--- src/rtl/axi_lite_burst_reader.sv ---
// rtl/axi_lite_burst_reader.sv - AXI-lite burst read initiator streaming N words out on AXI-stream
//
// axi_lite_burst_reader_fifo
//   DEPTH-entry response buffer with a registered occupancy count, so a word
//   pushed into an empty buffer becomes visible on the following cycle.
//   i_clk/i_rst clock and async reset; i_push/i_wdata write side;
//   i_pop read side; o_full/o_empty status; o_rdata head-of-queue word.
//
// axi_lite_burst_reader
//   On start, issues N AXI-lite reads at word addresses BASE..BASE+N-1
//   (modulo 2**ADDR_WIDTH), buffers the responses and forwards them in order
//   on an AXI-stream master, TLAST on the final word.
//   ap_clk/ap_rst           clock, asynchronous active-high reset
//   start/busy/done         run control and status
//   err/err_idx             sticky error flag and index of first bad response
//   m_axi_AR*, m_axi_R*     AXI-lite read master
//   m_axis_T*               AXI-stream master

module axi_lite_burst_reader_fifo #(
    parameter int DATA_WIDTH = 32,
    parameter int DEPTH      = 2
) (
    input  logic                  i_clk,
    input  logic                  i_rst,
    input  logic                  i_push,
    input  logic [DATA_WIDTH-1:0] i_wdata,
    input  logic                  i_pop,
    output logic                  o_full,
    output logic                  o_empty,
    output logic [DATA_WIDTH-1:0] o_rdata
);
    localparam int PW = (DEPTH > 1) ? $clog2(DEPTH) : 1;
    localparam int KW = $clog2(DEPTH + 1);
    localparam logic [KW-1:0] FULL_CNT = KW'(DEPTH);
    localparam logic [PW-1:0] LAST_PTR = PW'(DEPTH - 1);

    logic [DATA_WIDTH-1:0] r_mem [DEPTH];
    logic [PW-1:0]         r_wr_ptr;
    logic [PW-1:0]         r_rd_ptr;
    logic [KW-1:0]         r_count;
    logic                  w_push;
    logic                  w_pop;

    assign o_full  = (r_count == FULL_CNT);
    assign o_empty = (r_count == '0);
    assign w_pop   = i_pop && !o_empty;
    // A push at full is legal only when the head leaves in the same cycle.
    assign w_push  = i_push && (!o_full || w_pop);
    assign o_rdata = r_mem[r_rd_ptr];

    // Storage is not reset; the top masks the data while the buffer is empty.
    always_ff @(posedge i_clk) begin
        if (w_push) begin
            r_mem[r_wr_ptr] <= i_wdata;
        end
    end

    always_ff @(posedge i_clk or posedge i_rst) begin
        if (i_rst) begin
            r_wr_ptr <= '0;
            r_rd_ptr <= '0;
            r_count  <= '0;
        end else begin
            if (w_push) begin
                r_wr_ptr <= (r_wr_ptr == LAST_PTR) ? '0 : r_wr_ptr + PW'(1);
            end
            if (w_pop) begin
                r_rd_ptr <= (r_rd_ptr == LAST_PTR) ? '0 : r_rd_ptr + PW'(1);
            end
            case ({w_push, w_pop})
                2'b10:   r_count <= r_count + KW'(1);
                2'b01:   r_count <= r_count - KW'(1);
                default: r_count <= r_count;
            endcase
        end
    end
endmodule

module axi_lite_burst_reader #(
    parameter int N          = 9,
    parameter int DATA_WIDTH = 32,
    parameter int ADDR_WIDTH = 4,
    parameter int BASE       = 0,
    parameter int DEPTH      = 2
) (
    input  logic                                 ap_clk,
    input  logic                                 ap_rst,
    input  logic                                 start,
    output logic                                 busy,
    output logic                                 done,
    output logic                                 err,
    output logic [((N > 1) ? $clog2(N) : 1)-1:0] err_idx,
    output logic                                 m_axi_ARVALID,
    input  logic                                 m_axi_ARREADY,
    output logic [ADDR_WIDTH-1:0]                m_axi_ARADDR,
    input  logic                                 m_axi_RVALID,
    output logic                                 m_axi_RREADY,
    input  logic [DATA_WIDTH-1:0]                m_axi_RDATA,
    input  logic [1:0]                           m_axi_RRESP,
    output logic                                 m_axis_TVALID,
    input  logic                                 m_axis_TREADY,
    output logic [DATA_WIDTH-1:0]                m_axis_TDATA,
    output logic                                 m_axis_TLAST
);
    localparam int IW = (N > 1) ? $clog2(N) : 1;
    localparam int CW = $clog2(N + 1);
    localparam int KW = $clog2(DEPTH + 1);
    localparam logic [CW-1:0]         N_CNT      = CW'(N);
    localparam logic [CW-1:0]         LAST_IDX   = CW'(N - 1);
    localparam logic [KW-1:0]         CREDIT_MAX = KW'(DEPTH);
    localparam logic [ADDR_WIDTH-1:0] BASE_ADDR  = ADDR_WIDTH'(BASE);

    typedef enum logic {
        S_IDLE = 1'b0,
        S_RUN  = 1'b1
    } state_t;

    state_t                r_state;
    logic [CW-1:0]         r_issue_cnt;
    logic [CW-1:0]         r_recv_cnt;
    logic [CW-1:0]         r_out_cnt;
    logic [KW-1:0]         r_credit;
    logic                  r_arvalid;
    logic [ADDR_WIDTH-1:0] r_araddr;
    logic                  r_err;
    logic [IW-1:0]         r_err_idx;

    logic                  w_busy;
    logic                  w_rready;
    logic                  w_fifo_full;
    logic                  w_fifo_empty;
    logic [DATA_WIDTH-1:0] w_fifo_data;
    logic                  w_tvalid;
    logic                  w_tlast;
    logic                  w_ar_hs;
    logic                  w_r_hs;
    logic                  w_pop;
    logic                  w_done;
    logic                  w_start;
    logic [CW-1:0]         w_issue_next;
    logic [KW-1:0]         w_credit_next;

    assign w_busy       = (r_state == S_RUN);
    // Gated by busy so RREADY sits low in reset and between runs.
    assign w_rready     = w_busy && !w_fifo_full;
    assign w_tvalid     = !w_fifo_empty;
    assign w_tlast      = w_tvalid && (r_out_cnt == LAST_IDX);
    assign w_ar_hs      = r_arvalid && m_axi_ARREADY;
    assign w_r_hs       = m_axi_RVALID && w_rready;
    assign w_pop        = w_tvalid && m_axis_TREADY;
    assign w_done       = w_pop && w_tlast;
    assign w_start      = start && !w_busy;
    assign w_issue_next = r_issue_cnt + CW'(w_ar_hs);

    // Credit counts reads that are in flight or parked in the buffer; capping
    // it at DEPTH guarantees every response has a free slot on arrival.
    always_comb begin
        w_credit_next = r_credit;
        if (w_ar_hs && !w_pop) begin
            w_credit_next = r_credit + KW'(1);
        end else if (!w_ar_hs && w_pop) begin
            w_credit_next = r_credit - KW'(1);
        end
    end

    axi_lite_burst_reader_fifo #(
        .DATA_WIDTH (DATA_WIDTH),
        .DEPTH      (DEPTH)
    ) u_fifo (
        .i_clk   (ap_clk),
        .i_rst   (ap_rst),
        .i_push  (w_r_hs),
        .i_wdata (m_axi_RDATA),
        .i_pop   (w_pop),
        .o_full  (w_fifo_full),
        .o_empty (w_fifo_empty),
        .o_rdata (w_fifo_data)
    );

    always_ff @(posedge ap_clk or posedge ap_rst) begin
        if (ap_rst) begin
            r_state     <= S_IDLE;
            r_issue_cnt <= '0;
            r_recv_cnt  <= '0;
            r_out_cnt   <= '0;
            r_credit    <= '0;
            r_arvalid   <= 1'b0;
            r_araddr    <= '0;
            r_err       <= 1'b0;
            r_err_idx   <= '0;
        end else begin
            case (r_state)
                S_IDLE: begin
                    if (w_start) begin
                        r_state     <= S_RUN;
                        r_issue_cnt <= '0;
                        r_recv_cnt  <= '0;
                        r_out_cnt   <= '0;
                        r_credit    <= '0;
                        r_err       <= 1'b0;
                        r_err_idx   <= '0;
                        // Nothing issued and nothing buffered: first read can go.
                        r_arvalid   <= 1'b1;
                        r_araddr    <= BASE_ADDR;
                    end
                end
                S_RUN: begin
                    r_issue_cnt <= w_issue_next;
                    r_credit    <= w_credit_next;
                    if (w_r_hs) begin
                        r_recv_cnt <= r_recv_cnt + CW'(1);
                        if ((m_axi_RRESP != 2'b00) && !r_err) begin
                            r_err     <= 1'b1;
                            r_err_idx <= r_recv_cnt[IW-1:0];
                        end
                    end
                    if (w_pop) begin
                        r_out_cnt <= r_out_cnt + CW'(1);
                    end
                    if (w_done) begin
                        r_state   <= S_IDLE;
                        r_arvalid <= 1'b0;
                    end else if (!r_arvalid || w_ar_hs) begin
                        // A pending request holds address and valid until accepted.
                        r_arvalid <= (w_issue_next < N_CNT) && (w_credit_next < CREDIT_MAX);
                        r_araddr  <= BASE_ADDR + ADDR_WIDTH'(w_issue_next);
                    end
                end
                default: r_state <= S_IDLE;
            endcase
        end
    end

    assign busy          = w_busy;
    assign done          = w_done;
    assign err           = r_err;
    assign err_idx       = r_err_idx;
    assign m_axi_ARVALID = r_arvalid;
    assign m_axi_ARADDR  = r_araddr;
    assign m_axi_RREADY  = w_rready;
    assign m_axis_TVALID = w_tvalid;
    assign m_axis_TDATA  = w_tvalid ? w_fifo_data : '0;
    assign m_axis_TLAST  = w_tlast;
endmodule

--- config.mk ---
export PLATFORM = sky130hd
export DESIGN_NAME = axi_lite_burst_reader
export DESIGN_NICKNAME = d
export VERILOG_FILES = /design/src/rtl/axi_lite_burst_reader.sv
export SDC_FILE = /design/constraint.sdc
export NUM_CORES = 1
export LEC_CHECK = 0
export CAP_MARGIN = 40
export CORE_MARGIN = 1
export CORE_UTILIZATION = 46
export DETAILED_ROUTE_END_ITERATION = 7
export PLACE_DENSITY = 0.74
export SLEW_MARGIN = 0
export SYNTH_ARGS = -nofsm -noshare
export SYNTH_HDL_FRONTEND = slang
export SYNTH_SLANG_ARGS = --single-unit
--- constraint.sdc ---
create_clock -name ap_clk -period 3.1 [get_ports ap_clk]
set_input_delay 0.465 -clock ap_clk [delete_from_list [all_inputs] [get_ports ap_clk]]
set_output_delay 0.465 -clock ap_clk [all_outputs]
set_load 0.01 [all_outputs]
=== Word-level counts from Yosys, hierarchy flattened ===
Memories as Yosys holds them, arrays and structs flattened.
Index checks and enable logic that the tools add are counted.

* Flip-flop bits (word level): 29
* Output and inout bits: 47
* Word-level logic and storage cells: 99
* Memories kept: 1
* Input port bits: 40
* Memory bits (writable): 64

{| class="wikitable"
|+ Memories
! name !! words !! width !! rd ports !! clocked after Yosys merged registers in !! write ports !! RTL line !! RTL
|-
| u_fifo.r_mem || 2 || 32 || 1 || 0 || 1 || 37 || <nowiki>logic [DATA_WIDTH-1:0] r_mem [DEPTH];</nowiki>
|}

* Order comparisons: 2
* Equal/unequal tests: 11
* Mux-type cells: 33
* Bitwise logic cells: 1
* $add $sub $neg: 9
* Reductions and logical operators: 30

{| class="wikitable"
|+ Operator list
! operator !! number
|-
| 4-bit case mux with 2 select lines || 5
|-
| 32-bit 2-to-1 mux || 1
|-
| 4-bit 2-to-1 mux || 7
|-
| 1-bit logical AND || 13
|-
| 1-bit 2-to-1 mux || 12
|-
| 4-bit by 1-bit adder with 4-bit output, second input constant || 2
|-
| 2-bit by 1-bit inequality test with 1-bit output, second input constant || 4
|-
| 2-bit case mux with 2 select lines || 2
|-
| 1-bit logical NOT || 7
|-
| 2-bit 2-to-1 mux || 3
|-
| 1-bit case mux with 2 select lines || 3
|-
| 2-bit AND reduction || 3
|-
| 3-bit AND reduction || 2
|-
| 2-bit by 1-bit adder with 2-bit output, second input constant || 2
|-
| 4-bit by 1-bit adder with 4-bit output || 1
|-
| 2-bit equality test, second input constant || 2
|-
| 4-bit equality test, second input constant || 1
|-
| 4-bit less-than comparator, second input constant || 1
|-
| 2-bit inequality test, second input constant || 2
|-
| 2-bit nonzero test || 2
|-
| 2-bit by 1-bit subtractor with 2-bit output, second input constant || 2
|-
| 3-bit by 2-bit inequality test with 1-bit output, second input constant || 1
|-
| 1-bit adder, second input constant || 2
|-
| 2-bit by 1-bit equality test with 1-bit output, second input constant || 1
|-
| 4 further kinds || 5
|}

=== Depth between registers and ports, before layout ===
* Depth after elaboration: 11
* Depth in mapped cells: 7
* Mapped depth without buffers: 7

=== Cells and area by module ===
From an unflattened synthesis, not the netlist that was laid out.

* Cells, all modules: 297
* Area, all modules: 4078.9 µm²

{| class="wikitable"
|+ Modules (own cells, without submodules)
! module !! cells an instance !! sequential area each (µm²) !! area an instance (µm²) !! times used
|-
| axi_lite_burst_reader_fifo || 125 || 2021.9 || 2528.7 || 1
|-
| axi_lite_burst_reader || 172 || 625.6 || 1550.2 || 1
|}

=== Worst setup path after synthesis ===
Ideal clock, no wire load.

* Path type: reg2reg
* Start: register r_state, in the netlist busy
* End: memory u_fifo.r_mem[0][0], enable pin
* Library setup time: 0.421 ns
* Cell stages (with the launch flop): 4
* Path slack: 0.557 ns
* Data required time: 2.679 ns
* Period minus slack after synthesis: 2.543 ns
* Path buffers: 1
* Arrival time: 2.122 ns
* Cell sequence: dfrtp_1 > buf_2 > o211ai_2 > nor2_1

* Longest elaborated chain between the ends: 5

{| class="wikitable"
|+ Ends and longest elaborated chain
! element !! RTL line !! RTL
|-
| start: declaration || 118 || <nowiki>state_t r_state;</nowiki>
|-
| start signal: assignment || 182 || <nowiki>r_state <= S_IDLE;</nowiki>
|-
| start signal: assignment || 195 || <nowiki>r_state <= S_RUN;</nowiki>
|-
| start signal: assignment || 221 || <nowiki>r_state <= S_IDLE;</nowiki>
|-
| 1-bit logical AND || 145 || <nowiki>assign w_rready = w_busy && !w_fifo_full;</nowiki>
|-
| 1-bit logical AND || 149 || <nowiki>assign w_r_hs = m_axi_RVALID && w_rready;</nowiki>
|-
| 1-bit logical AND || 48 || <nowiki>assign w_push = i_push && (!o_full || w_pop);</nowiki>
|-
| 1-bit 2-to-1 mux || 53 || <nowiki>if (w_push) begin</nowiki>
|-
| 1-bit 2-to-1 mux (not written as such) || 54 || <nowiki>r_mem[r_wr_ptr] <= i_wdata;</nowiki>
|-
| end: declaration || 37 ||
|}

No other way between the ends.

=== Worst setup path in the final report ===
* Start: register u_fifo.r_rd_ptr
* End: output m_axis_TDATA[13]

* Longest elaborated chain between the ends: 2

{| class="wikitable"
|+ Ends and longest elaborated chain
! element !! RTL line !! RTL
|-
| start: declaration || 39 || <nowiki>logic [PW-1:0] r_rd_ptr;</nowiki>
|-
| start signal: assignment || 68 || <nowiki>r_rd_ptr <= (r_rd_ptr == LAST_PTR) ? '0 : r_rd_ptr + PW'(1);</nowiki>
|-
| memory 2 x 32 bit || n/a ||
|-
| 32-bit 2-to-1 mux || 242 || <nowiki>assign m_axis_TDATA = w_tvalid ? w_fifo_data : '0;</nowiki>
|-
| end: declaration || 102 || <nowiki>output logic [DATA_WIDTH-1:0] m_axis_TDATA,</nowiki>
|}

No other way between the ends.

==> impl_results.md <==
* Synth warn at 0
* Asr flop ratio synth at 0.312
* Diode count at 0
* Number of core rows at 33
* Worst R2R Path Depth at 7
* PwrDens at 985 nW/µm²
* Max Clk Rate at 376 MHz
* WL/cell at 14.1 µm
* Top cell type's share of synthesized area at 0.493
* GRT Residual Overflow at 0
* Worst Path Required at around 2600 ps
* Starting Density at 0.474
* Pins over their slew limit at 0
* Drc violations at 0
* Hold Crit Class: input port to async pin
* CORE AREA at 8220 µm²
* CP Max Fanout at 21
* DR vias/cell at around 5.0
* P_leak at 2.07 nW
* CTS tree: done
* Outcome: completed
* Mapped Nets at 331
* Gr busiest metal: met2
* Fill count at 653
* GPL Wtd Cong at 0.818
* Synth top area cells: edfxtp_1 49%, dfrtp_1 19%, mux2i_1 10%
* Fin. Hold Viols at 0
* Most frequent cells in the layout: 86 x clkdlybuf4s50_1, 64 x edfxtp_1, 40 x mux2i_1
* CP startpoint kind: flip-flop
* # setup viols final at 0
* Die Area at 8840 µm²
* Yosys top cell by area: edfxtp_1
* Fraction of layout cells with a size suffix above 1 at 0.0840
* Peak supply drop at 0.000490 V
* Relative slew margins at 0.498
* CTS max path bufs at 2
* Most common cell after layout, fill and taps aside: clkdlybuf4s50_1
* FF-to-FF Start: m_axi_ARVALID
* Register area share after synthesis at 0.679
* CTS root buf: clkbuf_8
* Min Tclk post-route at roughly 2700 ps
* Port bufs at 86
* Initial antenna violation count at 0
* First-pass GRT wire length at ~11 mm
* Post-Route Skew at 11.0 ps
* Clk sinks at 93
* Die X at around 94 µm
* M2 GR Usage at 0.282
* Post-synthesis register bit count at just over 90
* Drt pass-1 iters at 4
* Hold buffer count at cts at 0
* Netlist Area Pre-Place at roughly 3900 µm²
* Die Span Y at 94.0 µm
* Setup TNS at 0 ps
* Final WL at roughly 7 mm
* Distinct cells, synth at 35
* Pin count of the biggest net entering global routing at 33
* Met3 usage at 0.0332
* CP arrival at 2200 ps
* Post_cts resized at 0
* CTS clk-pin slew, worst paths at around 90 ps
* Overall via count from detail_route at 2427
* RSZ-0062 raised after global routing: no
* Ports at 87
* DRT antenna net count at 0
* Post-layout util at 0.624
* R2R Path End: m_axi_ARVALID
* Maxcap violations at 0
* Final Cycle Share at 0.858
* Tot GR Track Use at 0.169
* Vias in the first global route at 2395
* Synth Instances at between 200 and 300
* M1 GR Usage at 0.213
* Mean Syn Cell Area at 13.7 µm²
* H-tree Lvls at 3
* Clock Latency Late Sink at 350 ps
* EDFF count, synth at 64
* Critical Path End Type: output port
* Nets at between 400 and 500
* Synthesis-to-finish area growth at 31.6%
* Main flop type after synthesis: edfxtp_1
* Post-CTS setup buffer count at 0
* Final HPWL DP at between 4 and 5 mm
* WS Path Type: flip-flop to output port
* Slew @ Worst Pin at about 750 ps
* Num CTS Buffers at 9
* R2R Setup Slk at 1150 ps
* DR iter-0 viols at 64
[power by group]
part / switching [mW] / internal, mW
clock network: 0.427 / 0.467
registers: 0.265 / 1.75
logic: 0.991 / 1.15
[critical path, stage by stage (launching register included)]
cell             delay (ps)
dfrtp_2                 750
buf_4                   320
mux2i_1                 100
nor2_1                  120
clkdlybuf4s50_1         550
[routing by layer]
metal	wire length, µm	vias to the layer above
met4	79	0
met1	3090	1165
met5	0	-
met2	3350	66
met3	355	6
li1	-	1190
[area by class of cell]
class,count,area [µm²],area share
sequential,93,2650,0.516
multi-input combinational,165,1140,0.222
timing repair buffer,94,933,0.182
tap,105,131,0.0256
clock buffer,9,124,0.0241
clock inverter,7,105,0.0205
inverter,13,48.8,0.00951
[sequential cells by signal (all words and copies together) (netlist names)]
register         count
u_fifo.r_mem        64
err_idx              4
m_axi_ARADDR         4
r_issue_cnt          4
r_out_cnt            4
r_recv_cnt           4
r_credit             2
u_fifo.r_count       2
busy                 1
err                  1
m_axi_ARVALID        1
u_fifo.r_rd_ptr      1
u_fifo.r_wr_ptr      1
[how the worst max path moves through the flow]
stage | start | to | slack [ps] | cells past startpoint
2_1_floorplan | busy | u_fifo.r_mem[0][0] | 560 | 3
3_3_place_gp | m_axi_ARREADY | m_axi_ARVALID | 720 | 8
3_5_place_dp | m_axi_ARREADY | m_axi_ARVALID | 650 | 8
4_1_cts | u_fifo.r_rd_ptr | m_axis_TDATA[13] | 390 | 4
5_1_grt | u_fifo.r_rd_ptr | m_axis_TDATA[13] | 300 | 4
6_report | u_fifo.r_rd_ptr | m_axis_TDATA[13] | 440 | 4
[cells by family after synthesis]
group / synth area share
DFF: 0.679
buffers and inverters: 0.0315
muxes: 0.109
adders and majority gates: 0.0193
and+or+nand+nor: 0.0892
xor gates and xnor gates: 0.0225
AOI/OAI and AO/OA: 0.0498
[per-stage QoR]
step	instances	area (µm²)	total power [mW]	hold WS, ps	setup slack [ps]
after floorplan	285	3900	3.21	452	557
after global placement	470	4900	4.15	477	721
after detailed placement	470	4900	4.20	481	653
after CTS	486	5130	5.11	477	391
after global routing	486	5130	5.37	532	303
final	486	5130	5.05	479	439
[Yosys cell counts (all sizes together), types with 3 or more instances]
cell     n
ha       6
inv     13
nor2b    3
nand2b   3
nand2   15
or3      3
clkbuf   7
o21ai   11
edfxtp  64
a21oi    4
xnor2    8
buf      7
a21o     4
nand3    6
mux2i   40
dfrtp   29
nor2    40
Power figures use the tool's default switching activity.
